<file path="config.mk">
export PLATFORM = sky130hd
export DESIGN_NAME = s_axis_cc_adapt_gen_flat
export DESIGN_NICKNAME = d
export VERILOG_FILES = /design/src/rtl/s_axis_cc_adapt_gen_if.sv /design/src/rtl/s_axis_cc_adapt_gen.sv /design/src/flat_wrapper.sv
export SDC_FILE = /design/constraint.sdc
export NUM_CORES = 1
export LEC_CHECK = 0
export ABC_AREA = 1
export BUFFER_PORTS_ARGS = -buffer_cell sky130_fd_sc_hd__buf_2
export CAP_MARGIN = 20
export CORE_MARGIN = 3
export CORE_UTILIZATION = 35
export DETAILED_ROUTE_END_ITERATION = 10
export PLACE_DENSITY = 0.68
export SYNTH_ARGS = -nofsm -noshare
export SYNTH_HDL_FRONTEND = slang
export SYNTH_SLANG_ARGS = --single-unit
</file>
<file path="constraint.sdc">
create_clock -name user_clk -period 3.6 [get_ports user_clk]
set_input_delay 0.9 -clock user_clk [delete_from_list [all_inputs] [get_ports user_clk]]
set_output_delay 0.9 -clock user_clk [all_outputs]
set_load 0.02 [all_outputs]
</file>
<file path="src/rtl/s_axis_cc_adapt_gen_if.sv">
// Bundles the LitePCIe-side (_a) and hard-IP-side CC AXI-Stream signals of the adapter.
// slave = adapter view, master = upstream/downstream environment view.
interface s_axis_cc_adapt_gen_if #(
  parameter int DATA_WIDTH = 128,
  parameter int KEEP_WIDTH = DATA_WIDTH/8,
  parameter int TUSER_W    = 33
);
  logic [DATA_WIDTH-1:0]    s_axis_cc_tdata_a;
  logic [KEEP_WIDTH-1:0]    s_axis_cc_tkeep_a;
  logic                     s_axis_cc_tlast_a;
  logic [3:0]               s_axis_cc_tuser_a;
  logic                     s_axis_cc_tvalid_a;
  logic                     s_axis_cc_tready_a;
  logic [DATA_WIDTH-1:0]    s_axis_cc_tdata;
  logic [DATA_WIDTH/32-1:0] s_axis_cc_tkeep;
  logic                     s_axis_cc_tlast;
  logic [TUSER_W-1:0]       s_axis_cc_tuser;
  logic                     s_axis_cc_tvalid;
  logic [3:0]               s_axis_cc_tready;

  modport slave (
    input  s_axis_cc_tdata_a, s_axis_cc_tkeep_a, s_axis_cc_tlast_a, s_axis_cc_tuser_a,
           s_axis_cc_tvalid_a, s_axis_cc_tready,
    output s_axis_cc_tready_a, s_axis_cc_tdata, s_axis_cc_tkeep, s_axis_cc_tlast,
           s_axis_cc_tuser, s_axis_cc_tvalid
  );

  modport master (
    output s_axis_cc_tdata_a, s_axis_cc_tkeep_a, s_axis_cc_tlast_a, s_axis_cc_tuser_a,
           s_axis_cc_tvalid_a, s_axis_cc_tready,
    input  s_axis_cc_tready_a, s_axis_cc_tdata, s_axis_cc_tkeep, s_axis_cc_tlast,
           s_axis_cc_tuser, s_axis_cc_tvalid
  );
endinterface

</file>
<file path="src/rtl/s_axis_cc_adapt_gen.sv">
// LitePCIe completion TLP -> UltraScale(+) CC descriptor adapter, 64..512-bit datapaths.
// One registered output stage; the 64-bit path reassembles the 3DW header across two beats.
module s_axis_cc_adapt_gen #(
  parameter int DATA_WIDTH = 128,
  parameter int KEEP_WIDTH = DATA_WIDTH/8,
  parameter int TUSER_W    = 33
) (
  input  logic                  user_clk,
  input  logic                  user_reset_n,
  s_axis_cc_adapt_gen_if.slave  cc
);
  localparam int DW_N = DATA_WIDTH/32;

  typedef enum logic [1:0] {HDR1, HDR2, FLUSH, BODY} state_t;
  state_t state, state_nxt;

  logic                  load_p0;
  logic [DATA_WIDTH-1:0] nxt_data, data_p0;
  logic [DW_N-1:0]       nxt_keep, keep_p0, keep_a;
  logic                  nxt_last, last_p0, nxt_disc, disc_p0, vld_p0;
  logic                  out_free, accept;
  logic [31:0]           hdr_h0, hdr_h1, hdr_h2;
  logic                  hdr_ecrc;
  logic [95:0]           desc;
  logic                  unused_bits;

  if (!(DATA_WIDTH == 64 || DATA_WIDTH == 128 || DATA_WIDTH == 256 || DATA_WIDTH == 512)) begin : g_bad_width
    $error("s_axis_cc_adapt_gen: DATA_WIDTH must be 64, 128, 256 or 512");
  end

  for (genvar i = 0; i < DW_N; i++) begin : g_keep
    assign keep_a[i] = |cc.s_axis_cc_tkeep_a[4*i +: 4];
  end

  assign out_free              = !vld_p0 || cc.s_axis_cc_tready[0];
  assign cc.s_axis_cc_tready_a = user_reset_n && (state != FLUSH) && out_free;
  assign accept                = cc.s_axis_cc_tvalid_a && cc.s_axis_cc_tready_a;

  // Header DW0..2 -> descriptor DW0..2; every bit not assigned here stays 0.
  always_comb begin
    desc          = '0;
    desc[6:0]     = hdr_h2[6:0];
    desc[28:16]   = {1'b0, hdr_h1[11:0]};
    desc[29]      = (hdr_h0[29:24] == 6'b001011);
    desc[41:32]   = hdr_h0[9:0];
    desc[45:43]   = hdr_h1[15:13];
    desc[46]      = hdr_h0[14];
    desc[63:48]   = hdr_h2[31:16];
    desc[71:64]   = hdr_h2[15:8];
    desc[87:72]   = hdr_h1[31:16];
    desc[91:89]   = hdr_h0[22:20];
    desc[94:92]   = {1'b0, hdr_h0[13:12]};
    desc[95]      = hdr_h0[15] | hdr_ecrc;
  end

  assign unused_bits = ^{hdr_h0[31:30], hdr_h0[23], hdr_h0[19:16], hdr_h0[11:10],
                         hdr_h1[12], hdr_h2[7], cc.s_axis_cc_tuser_a[2:1], cc.s_axis_cc_tready[3:1]};

  if (DATA_WIDTH == 64) begin : g_w64
    logic [63:0] hold_data, pend_data;
    logic [1:0]  pend_keep;
    logic        hold_ecrc, hold_disc, pend_last, pend_disc;

    assign hdr_h0   = hold_data[31:0];
    assign hdr_h1   = hold_data[63:32];
    assign hdr_h2   = cc.s_axis_cc_tdata_a[31:0];
    assign hdr_ecrc = hold_ecrc;

    always_comb begin
      load_p0   = 1'b0;
      nxt_data  = cc.s_axis_cc_tdata_a;
      nxt_keep  = keep_a;
      nxt_last  = cc.s_axis_cc_tlast_a;
      nxt_disc  = cc.s_axis_cc_tuser_a[3];
      state_nxt = state;
      case (state)
        HDR1: if (accept) begin
          if (cc.s_axis_cc_tlast_a) begin
            // Header cut short: report it downstream as a discontinued empty beat.
            load_p0  = 1'b1;
            nxt_data = '0;
            nxt_keep = '0;
            nxt_last = 1'b1;
            nxt_disc = 1'b1;
          end else begin
            state_nxt = HDR2;
          end
        end
        HDR2: if (accept) begin
          load_p0   = 1'b1;
          nxt_data  = desc[63:0];
          nxt_keep  = '1;
          nxt_last  = 1'b0;
          nxt_disc  = hold_disc | cc.s_axis_cc_tuser_a[3];
          state_nxt = FLUSH;
        end
        FLUSH: if (out_free) begin
          load_p0   = 1'b1;
          nxt_data  = pend_data;
          nxt_keep  = pend_keep;
          nxt_last  = pend_last;
          nxt_disc  = pend_disc;
          state_nxt = pend_last ? HDR1 : BODY;
        end
        default: if (accept) begin
          load_p0 = 1'b1;
          if (cc.s_axis_cc_tlast_a) state_nxt = HDR1;
        end
      endcase
    end

    always_ff @(posedge user_clk or negedge user_reset_n) begin
      if (!user_reset_n) begin
        hold_data <= '0;
        hold_ecrc <= 1'b0;
        hold_disc <= 1'b0;
        pend_data <= '0;
        pend_keep <= '0;
        pend_last <= 1'b0;
        pend_disc <= 1'b0;
      end else begin
        if (state == HDR1 && accept && !cc.s_axis_cc_tlast_a) begin
          hold_data <= cc.s_axis_cc_tdata_a;
          hold_ecrc <= cc.s_axis_cc_tuser_a[0];
          hold_disc <= cc.s_axis_cc_tuser_a[3];
        end
        if (state == HDR2 && accept) begin
          pend_data <= {cc.s_axis_cc_tdata_a[63:32], desc[95:64]};
          pend_keep <= {keep_a[1], 1'b1};
          pend_last <= cc.s_axis_cc_tlast_a;
          pend_disc <= hold_disc | cc.s_axis_cc_tuser_a[3];
        end
      end
    end
  end else begin : g_wide
    assign hdr_h0   = cc.s_axis_cc_tdata_a[31:0];
    assign hdr_h1   = cc.s_axis_cc_tdata_a[63:32];
    assign hdr_h2   = cc.s_axis_cc_tdata_a[95:64];
    assign hdr_ecrc = cc.s_axis_cc_tuser_a[0];

    always_comb begin
      load_p0   = accept;
      nxt_data  = cc.s_axis_cc_tdata_a;
      if (state == HDR1) nxt_data[95:0] = desc;
      nxt_keep  = keep_a;
      nxt_last  = cc.s_axis_cc_tlast_a;
      nxt_disc  = cc.s_axis_cc_tuser_a[3];
      state_nxt = state;
      if (accept) begin
        if (cc.s_axis_cc_tlast_a) state_nxt = HDR1;
        else if (state == HDR1)   state_nxt = BODY;
      end
    end
  end

  // ---- output stage p0: holds until the hard IP takes it ----
  always_ff @(posedge user_clk or negedge user_reset_n) begin
    if (!user_reset_n) begin
      state   <= HDR1;
      vld_p0  <= 1'b0;
      data_p0 <= '0;
      keep_p0 <= '0;
      last_p0 <= 1'b0;
      disc_p0 <= 1'b0;
    end else begin
      state <= state_nxt;
      if (load_p0) begin
        vld_p0  <= 1'b1;
        data_p0 <= nxt_data;
        keep_p0 <= nxt_keep;
        last_p0 <= nxt_last;
        disc_p0 <= nxt_disc;
      end else if (cc.s_axis_cc_tready[0]) begin
        vld_p0 <= 1'b0;
      end
    end
  end

  assign cc.s_axis_cc_tvalid = vld_p0;
  assign cc.s_axis_cc_tdata  = data_p0;
  assign cc.s_axis_cc_tkeep  = keep_p0;
  assign cc.s_axis_cc_tlast  = last_p0;
  assign cc.s_axis_cc_tuser  = {{(TUSER_W-1){1'b0}}, disc_p0};
endmodule

</file>
<file path="src/flat_wrapper.sv">
// flat-port wrapper written by rule: the top's interface ports become plain ports
module s_axis_cc_adapt_gen_flat 
#(
  parameter int DATA_WIDTH = 128,
  parameter int KEEP_WIDTH = DATA_WIDTH/8,
  parameter int TUSER_W    = 33
)
  (user_clk, user_reset_n, cc_s_axis_cc_tdata_a, cc_s_axis_cc_tkeep_a, cc_s_axis_cc_tlast_a, cc_s_axis_cc_tuser_a, cc_s_axis_cc_tvalid_a, cc_s_axis_cc_tready, cc_s_axis_cc_tready_a, cc_s_axis_cc_tdata, cc_s_axis_cc_tkeep, cc_s_axis_cc_tlast, cc_s_axis_cc_tuser, cc_s_axis_cc_tvalid);
  s_axis_cc_adapt_gen_if #(.DATA_WIDTH(DATA_WIDTH), .KEEP_WIDTH(KEEP_WIDTH), .TUSER_W(TUSER_W)) cc_i ();
  input  logic user_clk;
  input  logic user_reset_n;
  input wire logic [$bits(cc_i.s_axis_cc_tdata_a)-1:0] cc_s_axis_cc_tdata_a;
  input wire logic [$bits(cc_i.s_axis_cc_tkeep_a)-1:0] cc_s_axis_cc_tkeep_a;
  input wire logic [$bits(cc_i.s_axis_cc_tlast_a)-1:0] cc_s_axis_cc_tlast_a;
  input wire logic [$bits(cc_i.s_axis_cc_tuser_a)-1:0] cc_s_axis_cc_tuser_a;
  input wire logic [$bits(cc_i.s_axis_cc_tvalid_a)-1:0] cc_s_axis_cc_tvalid_a;
  input wire logic [$bits(cc_i.s_axis_cc_tready)-1:0] cc_s_axis_cc_tready;
  output wire logic [$bits(cc_i.s_axis_cc_tready_a)-1:0] cc_s_axis_cc_tready_a;
  output wire logic [$bits(cc_i.s_axis_cc_tdata)-1:0] cc_s_axis_cc_tdata;
  output wire logic [$bits(cc_i.s_axis_cc_tkeep)-1:0] cc_s_axis_cc_tkeep;
  output wire logic [$bits(cc_i.s_axis_cc_tlast)-1:0] cc_s_axis_cc_tlast;
  output wire logic [$bits(cc_i.s_axis_cc_tuser)-1:0] cc_s_axis_cc_tuser;
  output wire logic [$bits(cc_i.s_axis_cc_tvalid)-1:0] cc_s_axis_cc_tvalid;
  assign cc_i.s_axis_cc_tdata_a = cc_s_axis_cc_tdata_a;
  assign cc_i.s_axis_cc_tkeep_a = cc_s_axis_cc_tkeep_a;
  assign cc_i.s_axis_cc_tlast_a = cc_s_axis_cc_tlast_a;
  assign cc_i.s_axis_cc_tuser_a = cc_s_axis_cc_tuser_a;
  assign cc_i.s_axis_cc_tvalid_a = cc_s_axis_cc_tvalid_a;
  assign cc_i.s_axis_cc_tready = cc_s_axis_cc_tready;
  assign cc_s_axis_cc_tready_a = cc_i.s_axis_cc_tready_a;
  assign cc_s_axis_cc_tdata = cc_i.s_axis_cc_tdata;
  assign cc_s_axis_cc_tkeep = cc_i.s_axis_cc_tkeep;
  assign cc_s_axis_cc_tlast = cc_i.s_axis_cc_tlast;
  assign cc_s_axis_cc_tuser = cc_i.s_axis_cc_tuser;
  assign cc_s_axis_cc_tvalid = cc_i.s_axis_cc_tvalid;
  s_axis_cc_adapt_gen #(.DATA_WIDTH(DATA_WIDTH), .KEEP_WIDTH(KEEP_WIDTH), .TUSER_W(TUSER_W)) u_core (.user_clk(user_clk), .user_reset_n(user_reset_n), .cc(cc_i));
endmodule
</file>
**Word level (Yosys, flattened, before mapping)**

Index checks and enable logic that the tools add are counted.

- Equal/unequal tests: 2
- Muxes and demuxes: 5
- Bitwise operators: 1
- Reductions and logical operators: 13

Operator list:

| cell | count |
|---|---|
| 2-to-1 mux 96 bit | 1 |
| OR reduction 4 bit | 4 |
| == test 6 x 4 -> 1 bit, second input constant | 1 |
| 2-to-1 mux 2 bit | 2 |
| nonzero test 2 bit | 2 |
| logical AND 1 bit | 3 |
| zero test 2 bit | 1 |
| 2-to-1 mux 1 bit | 2 |
| != test 2 bit, second input constant | 1 |
| AND reduction 2 bit | 1 |
| zero test 1 bit | 1 |
| logical OR 1 bit | 1 |
| bitwise OR 1 bit | 1 |

- Flip-flop bits (word level): 137
- Input port bits: 156
- Output and inout port bits: 168
- Logic and storage cells: 27

**Longest topological paths before layout**

Gate-level depths: netlist of run 1.

- Word-level depth: 5
- Mapped depth: 9
- Depth with buffers taken out: 7

**Worst setup path after synthesis of run 1**

No wires, ideal clock.

- Path kind: input to output
- Start point: input cc_s_axis_cc_tready[0]
- End point: output cc_s_axis_cc_tready_a
- Data arrival time: 1.309 ns
- Required time: 2.700 ns
- Slack: 1.391 ns
- Cell stages on the path: 4
- Path buffers: 0
- Path through: inv_2 -> nand2_4 -> inv_1 -> nor2_1

- Longest elaborated chain between the ends: 2

Ends and longest elaborated chain:

| element | line | source |
|---|---|---|
| from (decl) | flat_wrapper.sv:17 | `input wire logic [$bits(cc_i.s_axis_cc_tready)-1:0] cc_s_axis_cc_tready;` |
| logical OR 1 bit | s_axis_cc_adapt_gen.sv:35 | `assign out_free = !vld_p0 \|\| cc.s_axis_cc_tready[0];` |
| logical AND 1 bit | s_axis_cc_adapt_gen.sv:36 | `assign cc.s_axis_cc_tready_a = user_reset_n && (state != FLUSH) && out_free;` |
| to (decl) | flat_wrapper.sv:18 | `output wire logic [$bits(cc_i.s_axis_cc_tready_a)-1:0] cc_s_axis_cc_tready_a;` |

Every way passes these cells.

**Final worst setup path of run 1**

- Start point: input user_reset_n
- End point: output cc_s_axis_cc_tready_a

- Longest elaborated chain between the ends: 2

Ends and longest elaborated chain:

| element | line | source |
|---|---|---|
| from (decl) | flat_wrapper.sv:11 | `input logic user_reset_n;` |
| logical AND 1 bit (2 in series) | s_axis_cc_adapt_gen.sv:36 |  |

Every way passes these cells.

==> flow_summary_export.csv, run 1 <==
group,metric,value,unit
outcome,outcome,"completed",
cells_and_area,drive_gt1_share,40.0,%
timing,hold_viol_final,0,
yosys,synth.ff_latch_count,136,
die,ios,324,
clocking,cts_buffers,17,
worst_setup_path,start_kind,"input pin",
yosys,synth-async-reset-ratio,100,%
cells_and_area,nets,1155,
timing,rsz0062_at_grt,"no",
yosys,synthCells,737,
global_routing,grt_pass1_wl,28800,microns
clocking,hold_buffers,0,
global_routing,grt_max_degree,116,
cells_and_area,n_antenna_cell,0,
worst_setup_path,cp.required,2.70,ns
drt,vias,5622,
worst_setup_path,crit_path_max_incr_delay,0.23,ns
worst_setup_path,critPathMaxFanout,25,
global_routing,grtUsageMet3,4.65,%
placed_design,gp_congestion,0.766,
worst_setup_path,path_buf_inv,3,
drt,drc,0,
drt,wirelength,18800,microns
worst_setup_path,critical_path_class,"input pin to output pin",
clocking,tritoncts,"built",
yosys,avgSynthCellArea,8.61,sq um
drt,vias_per_cell,4.54,
die,initial_core_util,36.2,%
placed_design,place_inst,1205,
die,rows,48,
clocking,post_cts_resized,0,
yosys,netlist_top_cells_area,"dfrtp_1 54%, nand2_1 14%, o21ai_0 8.9%",
die,design.die.area,19800,sq um
placed_design,port_buffers,286,
die,fp.dieW,141,microns
clocking,ctsRootBufferMaster,"clkbuf_16",
yosys,synth-main-ff-cell,"dfrtp_1",
global_routing,met1_usage,24.5,%
timing,drv_slew,0,
clocking,clock_path_buffers,2,
yosys,ys_types,17,
clocking,clock_latency,0.41,ns
die,core_area,17500,sq um
hold_path,hp-class,"input pin to asynchronous set/reset pin",
worst_setup_path,path_delay_family,"buffers and inverters",
run,maxCapViolCount,0,
timing,tightest_slew,0.952,ns
worst_setup_path,slowest_stage,"buf_6",
yosys,synth_commonest_cells,"241 x nand2_1, 136 x dfrtp_1, 113 x o21ai_0",
pwr,total_power,5.15,mW
placed_design,dp_hpwl,13600,microns
cells_and_area,synthToLayoutAreaGrowth,30.5,%
yosys,synth_edf_count,0,
clocking,clock_sinks,136,
cells_and_area,stdcell_count,1237,
worst_setup_path,r2r_end,"u_core.state[0]$_DFFE_PN0P_",
cells_and_area,post-route-util,47.2,%
worst_setup_path,crit_chain,"buf_6 -> inv_1 -> nor2_1 -> buf_2",
pwr,vdd_drop_max,0.328,mV
worst_setup_path,rrSetupSlack,1.71,ns
drt,wl_per_cell,15.2,microns
timing,min_period,2.38,ns
clocking,htree_levels,4,
global_routing,grt_usage,18.4,%
timing,setup_viol,0,
yosys,synth_largest_area_cell,"dfrtp_1",
worst_setup_path,cp-end-kind,"output pin",
global_routing,busiest_layer,"met2",
worst_setup_path,crit_arrival,1.48,ns
die,die-height,141,microns
timing,slew_headroom,36.5,%
global_routing,grt_util_met2,30.6,%
yosys,yosysWarnings,0,
timing,clock_skew,0.00862,ns
yosys,yosysTopAreaCellShare,53.6,%
global_routing,antenna_found_initial,0,
global_routing,grt_pass1_vias,5291,
worst_setup_path,r2r_start,"u_core.cc.s_axis_cc_tvalid$_DFFE_PN0P_",
drt,drtPass1Iterations,4,
worst_setup_path,worst_r2r_path_depth,6,
yosys,yosysSeqAreaShare,53.6,%
timing,tns,0,ns
clocking,post_cts_buffers,0,
timing,max_freq,421,MHz
pwr,powerDensity,623,nW/um^2
pwr,p_leak,4.42,nW
timing,final.period_utilization,66.0,%
global_routing,grt_overflow,0,
drt,drt-initial-drc-count,279,
yosys,yosysMostFrequentCell,"nand2_1",
clocking,path_clk_slew,0.06,ns
yosys,synth_area,6340,sq um
drt,ant_nets,0,
[flip-flops by register name (all words and copies together) (netlist names)]
name and count:
u_core.cc.s_axis_cc_tdata 128, u_core.state 1, u_core.cc.s_axis_cc_tkeep 4, u_core.disc_p0 1, u_core.cc.s_axis_cc_tlast 1, u_core.cc.s_axis_cc_tvalid 1
[power breakdown]
group / switching, mW / internal [mW] / leakage, nW
clock: 0.690 / 1.05 / 0.270
sequential: 0.154 / 1.82 / 1.68
combinational: 0.952 / 0.486 / 2.48
[cells by family after synthesis]
| group | share of synthesized area (%) |
|---|---|
| compound gates | 13.6 |
| flops | 53.6 |
| buf+inv | 9.39 |
| other cells | 0.0591 |
| simple gates | 23.3 |
[per-stage QoR]
| step | worst slack (ns) | cell area (sq um) | hold WS (ns) |
|---|---|---|---|
| after global routing | 1.17 | 8280 | 0.338 |
| final | 1.22 | 8280 | 0.346 |
| after global placement | 1.02 | 7690 | 0.457 |
| after floorplan | 1.39 | 6460 | 0.450 |
| after CTS | 1.21 | 8280 | 0.327 |
| after detailed placement | 0.996 | 7690 | 0.460 |
[how the worst max path moves through the flow]
stage | startpoint | slack (ns) | depth (start not counted) | endpoint
6_report | user_reset_n | 1.22 | 4 | cc_s_axis_cc_tready_a
4_1_cts | user_reset_n | 1.21 | 4 | cc_s_axis_cc_tready_a
3_3_place_gp | user_reset_n | 1.02 | 6 | u_core.state[0]$_DFFE_PN0P_
2_1_floorplan | cc_s_axis_cc_tready[0] | 1.39 | 4 | cc_s_axis_cc_tready_a
5_1_grt | user_reset_n | 1.17 | 4 | cc_s_axis_cc_tready_a
3_5_place_dp | user_reset_n | 1.0 | 6 | u_core.state[0]$_DFFE_PN0P_
[layout by cell type, fill, tap and decap left out, types with 2 or more instances in the layout]
master / count
nor2_1: 14
o21ai_0: 113
nand2_1: 241
clkbuf_16: 17
buf_4: 6
inv_2: 3
clkinvlp_4: 5
o21ai_1: 60
buf_2: 285
dfrtp_1: 135
bufinv_16: 2
inv_6: 4
conb_1: 32
clkbuf_1: 2
inv_1: 8
or2_2: 76
[final cells by class]
cell class                      instances  area (sq um)
Inverter                               11          41.3
Sequential cell                       136          3400
Multi-Input combinational cell        540          2460
Clock inverter                         12           141
Tap cell                              225           282
Clock buffer                           20           447
Timing Repair Buffer                  293          1500
Fill cell                            1767          9260
[per-layer routing]
| metal | up-vias | wire [microns] |
|---|---|---|
| met5 | - | 0 |
| met1 | 2565 | 8160 |
| li1 | 2818 | - |
| met2 | 229 | 9120 |
| met3 | 10 | 1380 |
| met4 | 0 | 146 |
Note: power is estimated with default switching activity, not from simulation.
==> run 2: changes to the inputs <==
==> constraint.sdc (replaced) <==
create_clock -name user_clk -period 2.36 [get_ports user_clk]
set_input_delay 0.59 -clock user_clk [delete_from_list [all_inputs] [get_ports user_clk]]
set_output_delay 0.59 -clock user_clk [all_outputs]
set_load 0.02 [all_outputs]
==> run 2 against run 1 <==
Sequential share of layout area down 0.20 points. Non-clock buffer count up 4. Final area up 0.48%. Highest routed layer unchanged. Critical endpoint unchanged. Power up 52%. Global-route usage up 0.29 points. Critical path depth up 1. Via count up 0.52%. Clock skew down 0.0029 ns.
==> flow_summary_export.csv, run 2 (synthesized netlist as in run 1, its figures left out) <==
group,metric,value,unit
outcome,outcome,"completed",
hold_path,holdPathStages,3,
hold_path,hp-class,"input pin to flip-flop",
worst_setup_path,critPathMaxFanout,18,
cells_and_area,fillers,1742,
clocking,clock_latency,0.41,ns
worst_setup_path,path_buf_inv,4,
cells_and_area,synthToLayoutAreaGrowth,31.1,%
drt,ant_nets,0,
die,die-height,141,microns
drt,wirelength,18900,microns
pwr,p_leak,4.46,nW
drt,drt-initial-drc-count,243,
drt,vias,5651,
clocking,ctsRootBufferMaster,"clkbuf_16",
global_routing,grt_overflow,0,
timing,min_period,2.30,ns
timing,max_freq,435,MHz
worst_setup_path,cp.depth,5,
clocking,clock_path_buffers,2,
die,design.die.area,19800,sq um
drt,drtPass1Iterations,4,
worst_setup_path,critical_path_class,"input pin to output pin",
placed_design,gp_congestion,0.802,
clocking,path_clk_slew,0.06,ns
placed_design,dp_hpwl,13700,microns
clocking,htree_levels,4,
placed_design,port_buffers,286,
clocking,cts_buffers,17,
global_routing,grt_max_degree,163,
global_routing,grt_pass1_vias,5391,
pwr,vdd_drop_max,0.462,mV
timing,tns,0,ns
global_routing,antenna_found_initial,0,
cells_and_area,drive_gt1_share,40.0,%
timing,slew_headroom,37.9,%
drt,vias_per_cell,4.55,
worst_setup_path,slowest_stage,"dlygate4sd3_1",
worst_setup_path,path_delay_family,"buffers and inverters",
worst_setup_path,cp.required,1.77,ns
timing,whs,0.375,ns
timing,hold_viol_final,0,
clocking,tritoncts,"built",
timing,final.period_utilization,97.3,%
cells_and_area,largest_reg_flops,128,
cells_and_area,layout.cells.most_common,"buf_2",
worst_setup_path,worst_r2r_path_depth,4,
pwr,powerDensity,939,nW/um^2
run,maxCapViolCount,0,
die,fp.dieW,141,microns
drt,drc,0,
worst_setup_path,crit_arrival,1.71,ns
drt,wl_per_cell,15.2,microns
timing,rsz0062_at_grt,"no",
worst_setup_path,crit_chain,"dlygate4sd3_1 -> buf_8 -> inv_1 -> nor2_1 -> buf_2",
worst_setup_path,crit_path_max_incr_delay,0.60,ns
timing,tightest_slew,0.931,ns
clocking,clock_sinks,136,
worst_setup_path,start_kind,"input pin",
timing,setup_viol,0,
die,initial_core_util,36.2,%
worst_setup_path,cp-end-kind,"output pin",
cells_and_area,nets,1159,
timing,drv_slew,0,
global_routing,grt_pass1_wl,29100,microns
die,ios,324,
die,core_area,17500,sq um
cells_and_area,layout_common_cells,"285 x buf_2, 241 x nand2_1, 135 x dfrtp_1",
die,rows,48,
timing,clock_skew,0.00570,ns
global_routing,grt_usage,18.7,%
-- run 2: cell count changes in the layout (fill, tap and decap cells not counted), sizes merged --
cell,before,now
clkinv,1,5
inv,15,11
buf,293,296
clkinvlp,5,2
clkbuf,20,22
diode,0,1
dlygate4sd3,0,1
-- run 2: path summary, 6_finish.rpt --
| path | startpoint | end | slack [ns] |
|---|---|---|---|
| worst max-delay path | user_reset_n | cc_s_axis_cc_tready_a | 0.06 |
| worst min register to register | u_core.cc.s_axis_cc_tdata[115]$_DFFE_PN0P_ | u_core.cc.s_axis_cc_tdata[115]$_DFFE_PN0P_ | 0.47 |
| min in group asynchronous | user_reset_n | u_core.cc.s_axis_cc_tdata[96]$_DFFE_PN0P_ | 0.64 |
| worst max register to register | u_core.state[0]$_DFFE_PN0P_ | u_core.cc.s_axis_cc_tdata[0]$_DFFE_PN0P_ | 0.63 |
| worst min-delay path | cc_s_axis_cc_tdata_a[97] | u_core.cc.s_axis_cc_tdata[97]$_DFFE_PN0P_ | 0.37 |
| max in group asynchronous | user_reset_n | u_core.state[0]$_DFFE_PN0P_ | 0.55 |
-- run 2: tightest hold or removal path, cell delays in order --
cell     delay, ns
buf_2         0.07
nand2_1       0.04
nand2_1       0.04
-- run 2: what timing repair did --
action                                 4_1_cts  5_1_grt
buffers inserted                             0        0
endpoints found under the hold margin       13        0
hold buffers                                 1        0
resized for setup                            0        1
setup endpoints to repair                    0        1
-- run 2: final cells by class --
type	instances	area, sq um	share of cell area [%]
multi-input combinational	540	2460	29.6
sequential	136	3400	40.9
clock buffer	22	464	5.58
tap	225	282	3.38
timing repair buffer	297	1560	18.8
clock inverter	9	100	1.20
antenna	1	2.50	0.0301
inverter	11	41.3	0.496
-- run 2: metrics by stage --
step / cells / power [mW] / instance area [sq um] / util, % / worst slack, ns
finish: 1241 / 7.81 / 8320 / 47.4 / 0.0634
detailed placement: 1208 / 5.29 / 7740 / 44.1 / 0.508
CTS: 1240 / 7.92 / 8310 / 47.4 / 0.0720
floorplan: 768 / 4.44 / 6460 / - / 0.771
global route: 1240 / 8.28 / 8320 / 47.4 / 0.00233
global placement: 1208 / 5.25 / 7740 / 44.1 / 0.590
-- run 2: report_power, final --
part | total [mW] | switching (mW) | leakage (nW) | internal [mW]
logic | 2.19 | 1.43 | 2.50 | 0.759
clock network | 2.58 | 0.984 | 0.276 | 1.60
registers | 3.04 | 0.257 | 1.68 | 2.78
total | 7.81 | 2.67 | 4.46 | 5.14
-- run 2: routing by layer --
| metal | vias to the layer above | track usage (%) | wire (microns) | share of wire, % |
|---|---|---|---|---|
| li1 | 2819 | - | - | - |
| met1 | 2584 | 24.7 | 8110 | 43 |
| met2 | 228 | 30.1 | 8930 | 47 |
| met3 | 20 | 5.09 | 1500 | 8.0 |
| met4 | 0 | 5.86 | 301 | 1.6 |
| met5 | - | 0 | 0 | 0 |
